[src/rtl/timer_cpu.sv]
`default_nettype none
// ============================================================================
// Module   : timer_cpu
// Purpose  : Memory-mapped prescaled down-counting timer, periodic or one-shot,
//            with a sticky expiry flag and a registered level interrupt.
// Revision : 1.0  initial release
// ============================================================================
module timer_cpu #(
    parameter int unsigned BASE_ADDRESS    = 0,
    parameter int unsigned ADDRESS_WIDTH   = 32,
    parameter int unsigned DATA_WIDTH      = 32,
    parameter int unsigned PRESCALE_WIDTH  = 16,
    parameter int unsigned ADDRESS_WORDING = 4
) (
    input  logic                     clk_i,
    input  logic                     reset_n_i,
    input  logic [ADDRESS_WIDTH-1:0] address_i,
    input  logic [DATA_WIDTH-1:0]    data_i,
    input  logic                     rd_wr_i,
    output logic [DATA_WIDTH-1:0]    data_o,
    output logic                     irq_o
);

    localparam logic [ADDRESS_WIDTH-1:0] c_addr_ctrl     = ADDRESS_WIDTH'(BASE_ADDRESS + 0 * ADDRESS_WORDING);
    localparam logic [ADDRESS_WIDTH-1:0] c_addr_prescale = ADDRESS_WIDTH'(BASE_ADDRESS + 1 * ADDRESS_WORDING);
    localparam logic [ADDRESS_WIDTH-1:0] c_addr_load     = ADDRESS_WIDTH'(BASE_ADDRESS + 2 * ADDRESS_WORDING);
    localparam logic [ADDRESS_WIDTH-1:0] c_addr_count    = ADDRESS_WIDTH'(BASE_ADDRESS + 3 * ADDRESS_WORDING);
    localparam logic [ADDRESS_WIDTH-1:0] c_addr_status   = ADDRESS_WIDTH'(BASE_ADDRESS + 4 * ADDRESS_WORDING);

    typedef enum logic [0:0] {
        S_IDLE = 1'b0,
        S_RUN  = 1'b1
    } state_t;

    state_t                    r_state;
    logic                      r_periodic;
    logic                      r_irq_en;
    logic [PRESCALE_WIDTH-1:0] r_prescale;
    logic [PRESCALE_WIDTH-1:0] r_presc_cnt;
    logic [DATA_WIDTH-1:0]     r_load;
    logic [DATA_WIDTH-1:0]     r_count;
    logic                      r_expired;

    state_t                    w_state_next;
    logic                      w_periodic_next;
    logic                      w_irq_en_next;
    logic [PRESCALE_WIDTH-1:0] w_prescale_next;
    logic [PRESCALE_WIDTH-1:0] w_presc_cnt_next;
    logic [DATA_WIDTH-1:0]     w_load_next;
    logic [DATA_WIDTH-1:0]     w_count_next;
    logic                      w_expired_next;
    logic [DATA_WIDTH-1:0]     w_rdata;

    logic w_hit_ctrl, w_hit_prescale, w_hit_load, w_hit_count, w_hit_status;
    logic w_wr_ctrl, w_wr_prescale, w_wr_load, w_wr_status;

    assign w_hit_ctrl     = (address_i == c_addr_ctrl);
    assign w_hit_prescale = (address_i == c_addr_prescale);
    assign w_hit_load     = (address_i == c_addr_load);
    assign w_hit_count    = (address_i == c_addr_count);
    assign w_hit_status   = (address_i == c_addr_status);

    assign w_wr_ctrl      = rd_wr_i & w_hit_ctrl;
    assign w_wr_prescale  = rd_wr_i & w_hit_prescale;
    assign w_wr_load      = rd_wr_i & w_hit_load;
    assign w_wr_status    = rd_wr_i & w_hit_status;

    always_ff @(posedge clk_i) begin
        if (!reset_n_i) begin
            r_state     <= S_IDLE;
            r_periodic  <= 1'b0;
            r_irq_en    <= 1'b0;
            r_prescale  <= '0;
            r_presc_cnt <= '0;
            r_load      <= '0;
            r_count     <= '0;
            r_expired   <= 1'b0;
            data_o      <= '0;
            irq_o       <= 1'b0;
        end else begin
            r_state     <= w_state_next;
            r_periodic  <= w_periodic_next;
            r_irq_en    <= w_irq_en_next;
            r_prescale  <= w_prescale_next;
            r_presc_cnt <= w_presc_cnt_next;
            r_load      <= w_load_next;
            r_count     <= w_count_next;
            r_expired   <= w_expired_next;
            data_o      <= w_rdata;
            irq_o       <= w_expired_next & w_irq_en_next;
        end
    end

    always_comb begin
        w_state_next     = r_state;
        w_periodic_next  = r_periodic;
        w_irq_en_next    = r_irq_en;
        w_prescale_next  = r_prescale;
        w_presc_cnt_next = r_presc_cnt;
        w_load_next      = r_load;
        w_count_next     = r_count;
        w_expired_next   = r_expired;

        if (w_wr_ctrl) begin
            w_periodic_next = data_i[1];
            w_irq_en_next   = data_i[2];
        end
        if (w_wr_prescale) begin
            w_prescale_next = data_i[PRESCALE_WIDTH-1:0];
        end
        if (w_wr_load) begin
            w_load_next = data_i;
        end
        if (w_wr_status && data_i[0]) begin
            w_expired_next = 1'b0;
        end

        case (r_state)
            S_IDLE: begin
                if (w_wr_ctrl && data_i[0]) begin
                    w_state_next     = S_RUN;
                    w_count_next     = r_load;
                    w_presc_cnt_next = '0;
                end
            end
            S_RUN: begin
                // An explicit stop freezes COUNT, so it also swallows a coincident tick.
                if (w_wr_ctrl && !data_i[0]) begin
                    w_state_next = S_IDLE;
                end else if (r_presc_cnt > r_prescale) begin
                    w_presc_cnt_next = '0;
                end else if (r_presc_cnt == r_prescale) begin
                    w_presc_cnt_next = '0;
                    if (r_count != '0) begin
                        w_count_next = r_count - DATA_WIDTH'(1);
                    end else begin
                        w_expired_next = 1'b1;
                        if (r_periodic) begin
                            w_count_next = r_load;
                        end else begin
                            w_state_next = S_IDLE;
                        end
                    end
                end else begin
                    w_presc_cnt_next = r_presc_cnt + PRESCALE_WIDTH'(1);
                end
            end
            default: begin
                w_state_next = S_IDLE;
            end
        endcase
    end

    // CTRL.EN is not stored separately: it is exactly "state is RUN".
    always_comb begin
        w_rdata = '0;
        if (w_hit_ctrl) begin
            w_rdata[2:0] = {r_irq_en, r_periodic, (r_state == S_RUN)};
        end else if (w_hit_prescale) begin
            w_rdata[PRESCALE_WIDTH-1:0] = r_prescale;
        end else if (w_hit_load) begin
            w_rdata = r_load;
        end else if (w_hit_count) begin
            w_rdata = r_count;
        end else if (w_hit_status) begin
            w_rdata[1:0] = {(r_state == S_RUN), r_expired};
        end
    end

endmodule
`default_nettype wire

[config.mk]
export PLATFORM = sky130hd
export DESIGN_NAME = timer_cpu
export DESIGN_NICKNAME = d
export VERILOG_FILES = /design/src/rtl/timer_cpu.sv
export SDC_FILE = /design/constraint.sdc
export NUM_CORES = 1
export LEC_CHECK = 0
export ABC_AREA = 1
export CORE_AREA = 2 2 130 132
export DETAILED_ROUTE_END_ITERATION = 8
export DIE_AREA = 0 0 132 134
export PLACE_DENSITY = 0.69
export SLEW_MARGIN = 10
export SYNTH_ARGS = -nofsm -noshare
export SYNTH_HDL_FRONTEND = slang
export SYNTH_SLANG_ARGS = --single-unit
[constraint.sdc]
create_clock -name clk_i -period 1.9 [get_ports clk_i]
set_input_delay 0.19 -clock clk_i [delete_from_list [all_inputs] [get_ports clk_i]]
set_output_delay 0.19 -clock clk_i [all_outputs]
set_load 0.005 [all_outputs]
==> run_results.csv, run 1 <==
group,metric,value,unit
outcome,status,"finished with violations",
outcome,violations,"setup timing",
global_route,grt_max_degree,71,
timing,setup_viol,33,
floorplan,core_area,16290,um2
pwr,power_frac_comb,0.046,
synth,async_flop_share,0,
synth,ys_seq_area_frac,0.3707,
global_route,overflow,0,
route,vias,7694,
clocking,cts_tree,"yes",
route,drt_wl_total,22220,um
synth,synthesis.area,7182,um2
pwr,clkPwrFrac,0.517,
setup_path,arrival,2360,ps
pwr,switching_share,0.2275,
clocking,cts_buffer_depth,2,
place,gp_congestion,0.9102,
floorplan,die_h,134,um
finish,final_nets,1359,
synth,synth_top_area_frac,0.3707,
finish,antennaDiodeCount,0,
timing,finalHoldViolCount,0,
flow_run,max-cap-violations,0,
synth,yosysTopAreaCell,"dfxtp_1",
route,wl_per_cell,14.75,um
route,drc_errors,0,
route,vias_per_cell,5.109,
place,dp.cells,1465,
timing,setup_slack,-142.6,ps
pwr,power_per_cell_area,611.8,nW/um2
pwr,p_sw,1452,uW
pwr,cellLeakagePower,0.004608,uW
hold_path,hold_class,"in2reg",
timing,rsz0062_at_grt,"yes",
global_route,grt_pass1_wl,35620,um
pwr,vdd_ir_drop_max,0.6647,mV
synth,avgSynthCellArea,6.769,um2
setup_path,worstSetupPathType,"reg2reg",
place,place_hpwl,15850,um
clocking,path_clk_slew,60,ps
synth,synth_cells,1061,
floorplan,rows,47,
synth,yosys-top-cells-count,"nand2_1 (219), nor2_1 (159), dfxtp_1 (133)",
setup_path,end_kind,"flip-flop",
timing,setup_tns,-2812,ps
clocking,clockRootBuffer,"clkbuf_16",
synth,synth_seq_cells,133,
global_route,grt_usage,0.2495,
floorplan,die_area,17690,um2
global_route,grt_pass1_vias,7272,
timing,max_slew_margin,0.7617,
global_route,antenna_found_initial,0,
synth,yosysUniqueCellTypes,43,
timing,fmax,489.6,MHz
pwr,sequentialPowerShare,0.437,
synth,yosys_warnings,0,
clocking,clock_latency,430,ps
synth,synth_area_leaders,"dfxtp_1 (37%), nand2_1 (11%), nor2_1 (8.3%)",
route,final_antenna_net_count,0,
floorplan,start_util,0.4409,
route,drt_iter0_drc,574,
synth,synth_ff_type,"dfxtp_1",
setup_path,crit_path_max_fanout,5,
floorplan,io_pins,100,
floorplan,die_w,132,um
clocking,cts_hold_buf,0,
place,io_buffers,99,
route,firstDrtPassIters,6,
setup_path,worstPathRequired,2220,ps
finish,area_growth,45.24,%
finish,drive_gt1_frac,0.2216,
setup_path,cp-start-kind,"flip-flop",
synth,synth-edff-count,0,
synth,synth.most_common_cell,"nand2_1",
synth,syn-num-nets,1147,
clocking,cts.sinks,133,
clocking,cts_buffers,17,
timing,post-route-min-period,2043,ps
timing,worst_pin_slew,354.7,ps
timing,drv_slew,0,
timing,fin_worst_skew,12.09,ps
clocking,cts_max_level,4,
finish,instances_no_fill,1506,
timing,period_share,1.075,
pwr,cell_internal_pwr,4930,uW
-- kinds of logic after synthesis --
family                   Yosys count  synth area share
AO/OA/AOI/OAI                    213            0.1563
XOR/XNOR                          20           0.02439
adder cells (fa/ha/maj)           19           0.03310
buffers and inverters            151           0.09355
flip-flops                       133            0.3707
AND/OR/NAND/NOR                  525            0.3220
-- layer usage --
metal / wire length, um / share of wire / GRT usage
met5: 0 / 0 / 0
met3: 1040 / 0.047 / 0.04535
met1: 9764 / 0.44 / 0.3262
met4: 441 / 0.020 / 0.08031
met2: 10970 / 0.49 / 0.4187
-- power by group through the flow --
stage               logic [uW]  clock network (uW)  registers (uW)
floorplan                 85.2                   0            2850
global placement           282                   0            2850
detailed placement         285                   0            2850
CTS                        286                3330            2790
global route               316                3450            2790
finish                     293                3300            2790
-- cell usage in the layout, fill, tap and decap left out, types with 14 or more instances in the layout --
master / count
nand2_2: 20
nor2_2: 17
clkbuf_16: 18
buf_12: 18
nor2_1: 146
dfxtp_1: 124
a21oi_1: 65
buf_4: 113
nor3_1: 23
clkdlybuf4s50_1: 98
nand4_1: 14
a31oi_1: 14
inv_1: 90
nand2_1: 200
o21ai_0: 103
nand3_1: 71
-- flip-flops by register name (all words and copies together), names as in the netlist --
register     count
r_count         32
r_periodic       1
r_prescale      16
r_presc_cnt     16
r_state          1
irq_o            1
r_expired        1
data_o          32
r_load          32
r_irq_en         1
-- worst paths after layout --
path                                             startpoint  depth (start not counted)  slack [ps]                      endpoint
worst max-delay path            r_prescale[15]$_SDFFE_PN0P_                         14        -140      r_count[19]$_SDFFE_PN0P_
worst min-delay path                              reset_n_i                          3         110  r_presc_cnt[10]$_SDFFE_PN0P_
worst max register to register  r_prescale[15]$_SDFFE_PN0P_                         14        -140      r_count[19]$_SDFFE_PN0P_
worst min register to register      r_periodic$_SDFFE_PN0N_                          2         470          data_o[1]$_SDFF_PN0_
-- stage by stage --
stage,utilization,worst slack (ps),power (uW),cell area [um2],hold WS [ps]
finish,0.6404,-142.6,6382,10430,106.8
global route,0.6404,-267.1,6554,10430,118.5
CTS,0.6232,-188.7,6408,10150,83.41
detailed placement,0.5749,-273.6,3136,9364,466.3
global placement,0.5749,-225.1,3132,9364,457.1
floorplan,-,22.69,2935,7182,332.1
-- cell type report --
cell class              instances  area [um2]
fillers                      1423        5858
repair buffers                240        2345
inverters                     103       399.1
multi-input cells             777        4131
clock buffers                  18       439.2
repair inverters                1       16.27
well taps                     220       275.3
clock inverters                14       151.4
flip-flops and latches        133        2674
-- worst max-delay path, cell delays in order (launching register included) --
cell and delay, ps:
dfxtp_2 340, inv_2 40, ha_4 250, nand2_1 60, nor2_2 120, nand4_1 180
nor3_2 180, buf_4 160, nand2_4 50, nand2_4 80, nand2_8 80, buf_12 140
clkinv_8 60, o21ai_2 50, and2_1 150
-- timing repair --
action                                  4_1_cts  5_1_grt
endpoints found under the setup margin       40       61
pin swaps                                    14       30
gates resized for setup                      38       68
setup buffers                                 5        2
gates cloned                                  2        1
Note: power is estimated with default switching activity, not from simulation.
==> run 2, diff against run 1 <==
--- a/config.mk
+++ b/config.mk
@@ -9,6 +9,7 @@
 export CORE_AREA = 2 2 130 132
 export DETAILED_ROUTE_END_ITERATION = 8
 export DIE_AREA = 0 0 132 134
+export HOLD_SLACK_MARGIN = 0.02
 export PLACE_DENSITY = 0.69
 export SLEW_MARGIN = 10
 export SYNTH_ARGS = -nofsm -noshare
==> results of run 2 <==
Final layout, timing and power as in run 1 (identical DEF).
==> run 3, diff against run 2 <==
--- a/config.mk
+++ b/config.mk
@@ -6,11 +6,13 @@
 export NUM_CORES = 1
 export LEC_CHECK = 0
 export ABC_AREA = 1
-export CORE_AREA = 2 2 130 132
+export ABC_CLOCK_PERIOD_IN_PS = 1900
+export CORE_AREA = 2 2 154 111
 export DETAILED_ROUTE_END_ITERATION = 8
-export DIE_AREA = 0 0 132 134
+export DIE_AREA = 0 0 156 113
+export GPL_ROUTABILITY_DRIVEN = 1
 export HOLD_SLACK_MARGIN = 0.02
-export PLACE_DENSITY = 0.69
+export PLACE_DENSITY = 0.7
 export SLEW_MARGIN = 10
 export SYNTH_ARGS = -nofsm -noshare
 export SYNTH_HDL_FRONTEND = slang
==> run_results.csv, run 3 (synthesized netlist as in run 1, its figures left out) <==
group,metric,value,unit
clocking,cts.sinks,133,
clocking,cts_max_level,4,
route,vias_per_cell,5.339,
global_route,overflow,0,
timing,period_share,1.083,
timing,max_slew_margin,0.6164,
place,io_buffers,99,
pwr,sequentialPowerShare,0.430,
timing,worst_pin_slew,574.6,ps
timing,rsz0062_at_grt,"yes",
pwr,clkPwrFrac,0.525,
finish,area_growth,41.88,%
floorplan,io_pins,100,
place,gp_congestion,0.9333,
timing,setup_slack,-156.8,ps
floorplan,rows,39,
timing,finalHoldViolCount,0,
clocking,clockRootBuffer,"clkbuf_16",
setup_path,crit_path_max_fanout,20,
place,place_hpwl,15880,um
floorplan,start_util,0.4474,
pwr,switching_share,0.2177,
floorplan,die_h,113,um
setup_path,worstSetupPathType,"reg2reg",
pwr,power_per_cell_area,636.5,nW/um2
clocking,cts_buffers,17,
setup_path,crit_path_frequent_cell,"nand2_4",
route,final_antenna_net_count,0,
setup_path,critPathBufInv,3,
flow_run,max-cap-violations,0,
global_route,grt_pass1_vias,7196,
setup_path,end_kind,"flip-flop",
global_route,grt_usage,0.2597,
route,wl_per_cell,15.36,um
finish,layout_commonest_cell,"nand2_1",
route,firstDrtPassIters,5,
setup_path,crit_chain,"inv_2, ha_4, nand2_4, nor2_4, nand4_1, nor3_2, nand2_2, nand2_4, nand2_8, buf_12, o21bai_1, inv_1, nor2_1",
pwr,p_sw,1412,uW
route,drt_wl_total,22600,um
floorplan,die_w,156,um
global_route,gr-usage-met3,0.05170,
finish,antennaDiodeCount,0,
clocking,cts_tree,"yes",
timing,setup_tns,-4322,ps
floorplan,die_area,17630,um2
outcome,status,"finished with violations",
global_route,antenna_found_initial,1,
setup_path,cp-start-kind,"flip-flop",
floorplan,core_area,16050,um2
finish,design_area,10190,um2
setup_path,critical-path-max-stage-delay,350,ps
finish,mostFrequentLayoutCells,"nand2_1 (205), nor2_1 (146), dfxtp_1 (122)",
finish,final_nets,1340,
global_route,use_met1,0.3786,
pwr,cell_internal_pwr,5074,uW
setup_path,arrival,2420,ps
route,vias,7854,
route,drc_errors,0,
clocking,clock_latency,430,ps
global_route,grt_pass1_wl,36150,um
pwr,cellLeakagePower,0.004385,uW
outcome,violations,"setup timing",
finish,largest_registers,"data_o: 32 flops, r_count: 32 flops, r_load: 32 flops",
global_route,busiest_layer,"met2",
timing,fmax,486.2,MHz
setup_path,worstPathRequired,2260,ps
finish,drive_gt1_frac,0.2109,
clocking,cts_buffer_depth,2,
timing,drv_slew,0,
pwr,vdd_ir_drop_max,0.4699,mV
finish,fin_util,0.6347,
setup_path,crit_family,"simple AND/OR/NAND/NOR gates",
route,drt_iter0_drc,688,
clocking,path_clk_slew,60,ps
global_route,grt_max_degree,40,
timing,fin_worst_skew,8.644,ps
hold_path,hold_class,"in2reg",
place,placed_area,9183,um2
pwr,power_frac_comb,0.045,
timing,post-route-min-period,2057,ps
timing,setup_viol,45,
global_route,grt_use_met2,0.3879,
setup_path,cp_slowest_cell,"dfxtp_2",
## run 3: changes by cell type in the layout (fill, tap and decap cells not counted), sizes merged
cell,previous run,this run
clkinv,9,6
inv,105,103
clkinvlp,2,3
buf,141,124
bufinv,2,3
## run 3: layer usage
| metal | share of wire | up-vias |
|---|---|---|
| li1 | - | 3853 |
| met1 | 0.47 | 3592 |
| met2 | 0.42 | 371 |
| met3 | 0.099 | 38 |
| met4 | 0.016 | 0 |
| met5 | 0 | - |
## run 3: what timing repair did
item | 4_1_cts | 5_1_grt
endpoints found under the setup margin | 48 | 58
setup buffers | 4 | 2
pin swaps | 16 | 12
gates resized for setup | 61 | 43
hold buffers | 0 | 0
## run 3: through the flow
step | cells | setup slack (ps) | total power [uW] | hold slack (ps)
2_1_floorplan | 1061 | 22.69 | 2935 | 332.1
3_3_place_gp | 1435 | -257.1 | 3130 | 479.1
3_5_place_dp | 1435 | -301.2 | 3132 | 484.7
4_1_cts | 1469 | -74.38 | 6511 | 60.47
5_1_grt | 1471 | -312.2 | 6657 | 92.45
6_report | 1471 | -156.8 | 6486 | 75.43
## run 3: layout make-up
| cell class | count | area (um2) |
|---|---|---|
| inverter | 103 | 401.6 |
| timing repair buffer | 222 | 2087 |
| fill | 1350 | 5864 |
| clock inverter | 12 | 153.9 |
| sequential | 133 | 2676 |
| multi-input combinational | 777 | 4161 |
| tap | 205 | 256.5 |
| clock buffer | 19 | 452.9 |
## run 3: worst register-to-register path, stage by stage (launching register included)
cell      delay, ps
dfxtp_2         350
inv_2            50
ha_4            270
nand2_4          50
nor2_4           70
nand4_1         200
nor3_2          290
nand2_2         100
nand2_4         100
nand2_8          80
buf_12          160
o21bai_1        130
inv_1            50
nor2_1           80
## run 3: power groups by stage
| stage | Combinational, uW | Clock [uW] | Sequential (uW) |
|---|---|---|---|
| detailed placement | 282 | 0 | 2850 |
| global placement | 280 | 0 | 2850 |
| finish | 291 | 3410 | 2790 |
| global route | 312 | 3560 | 2790 |
| CTS | 288 | 3430 | 2790 |
| floorplan | 85.2 | 0 | 2850 |
## run 3: worst paths after layout
path,from,endpoint,slack (ps),cells past startpoint
max reg2reg,r_prescale[13]$_SDFFE_PN0P_,r_count[22]$_SDFFE_PN0P_,-160,13
min,reset_n_i,r_presc_cnt[10]$_SDFFE_PN0P_,80,3
min reg2reg,r_count[31]$_SDFFE_PN0P_,r_count[31]$_SDFFE_PN0P_,500,2
max,r_prescale[13]$_SDFFE_PN0P_,r_count[22]$_SDFFE_PN0P_,-160,13
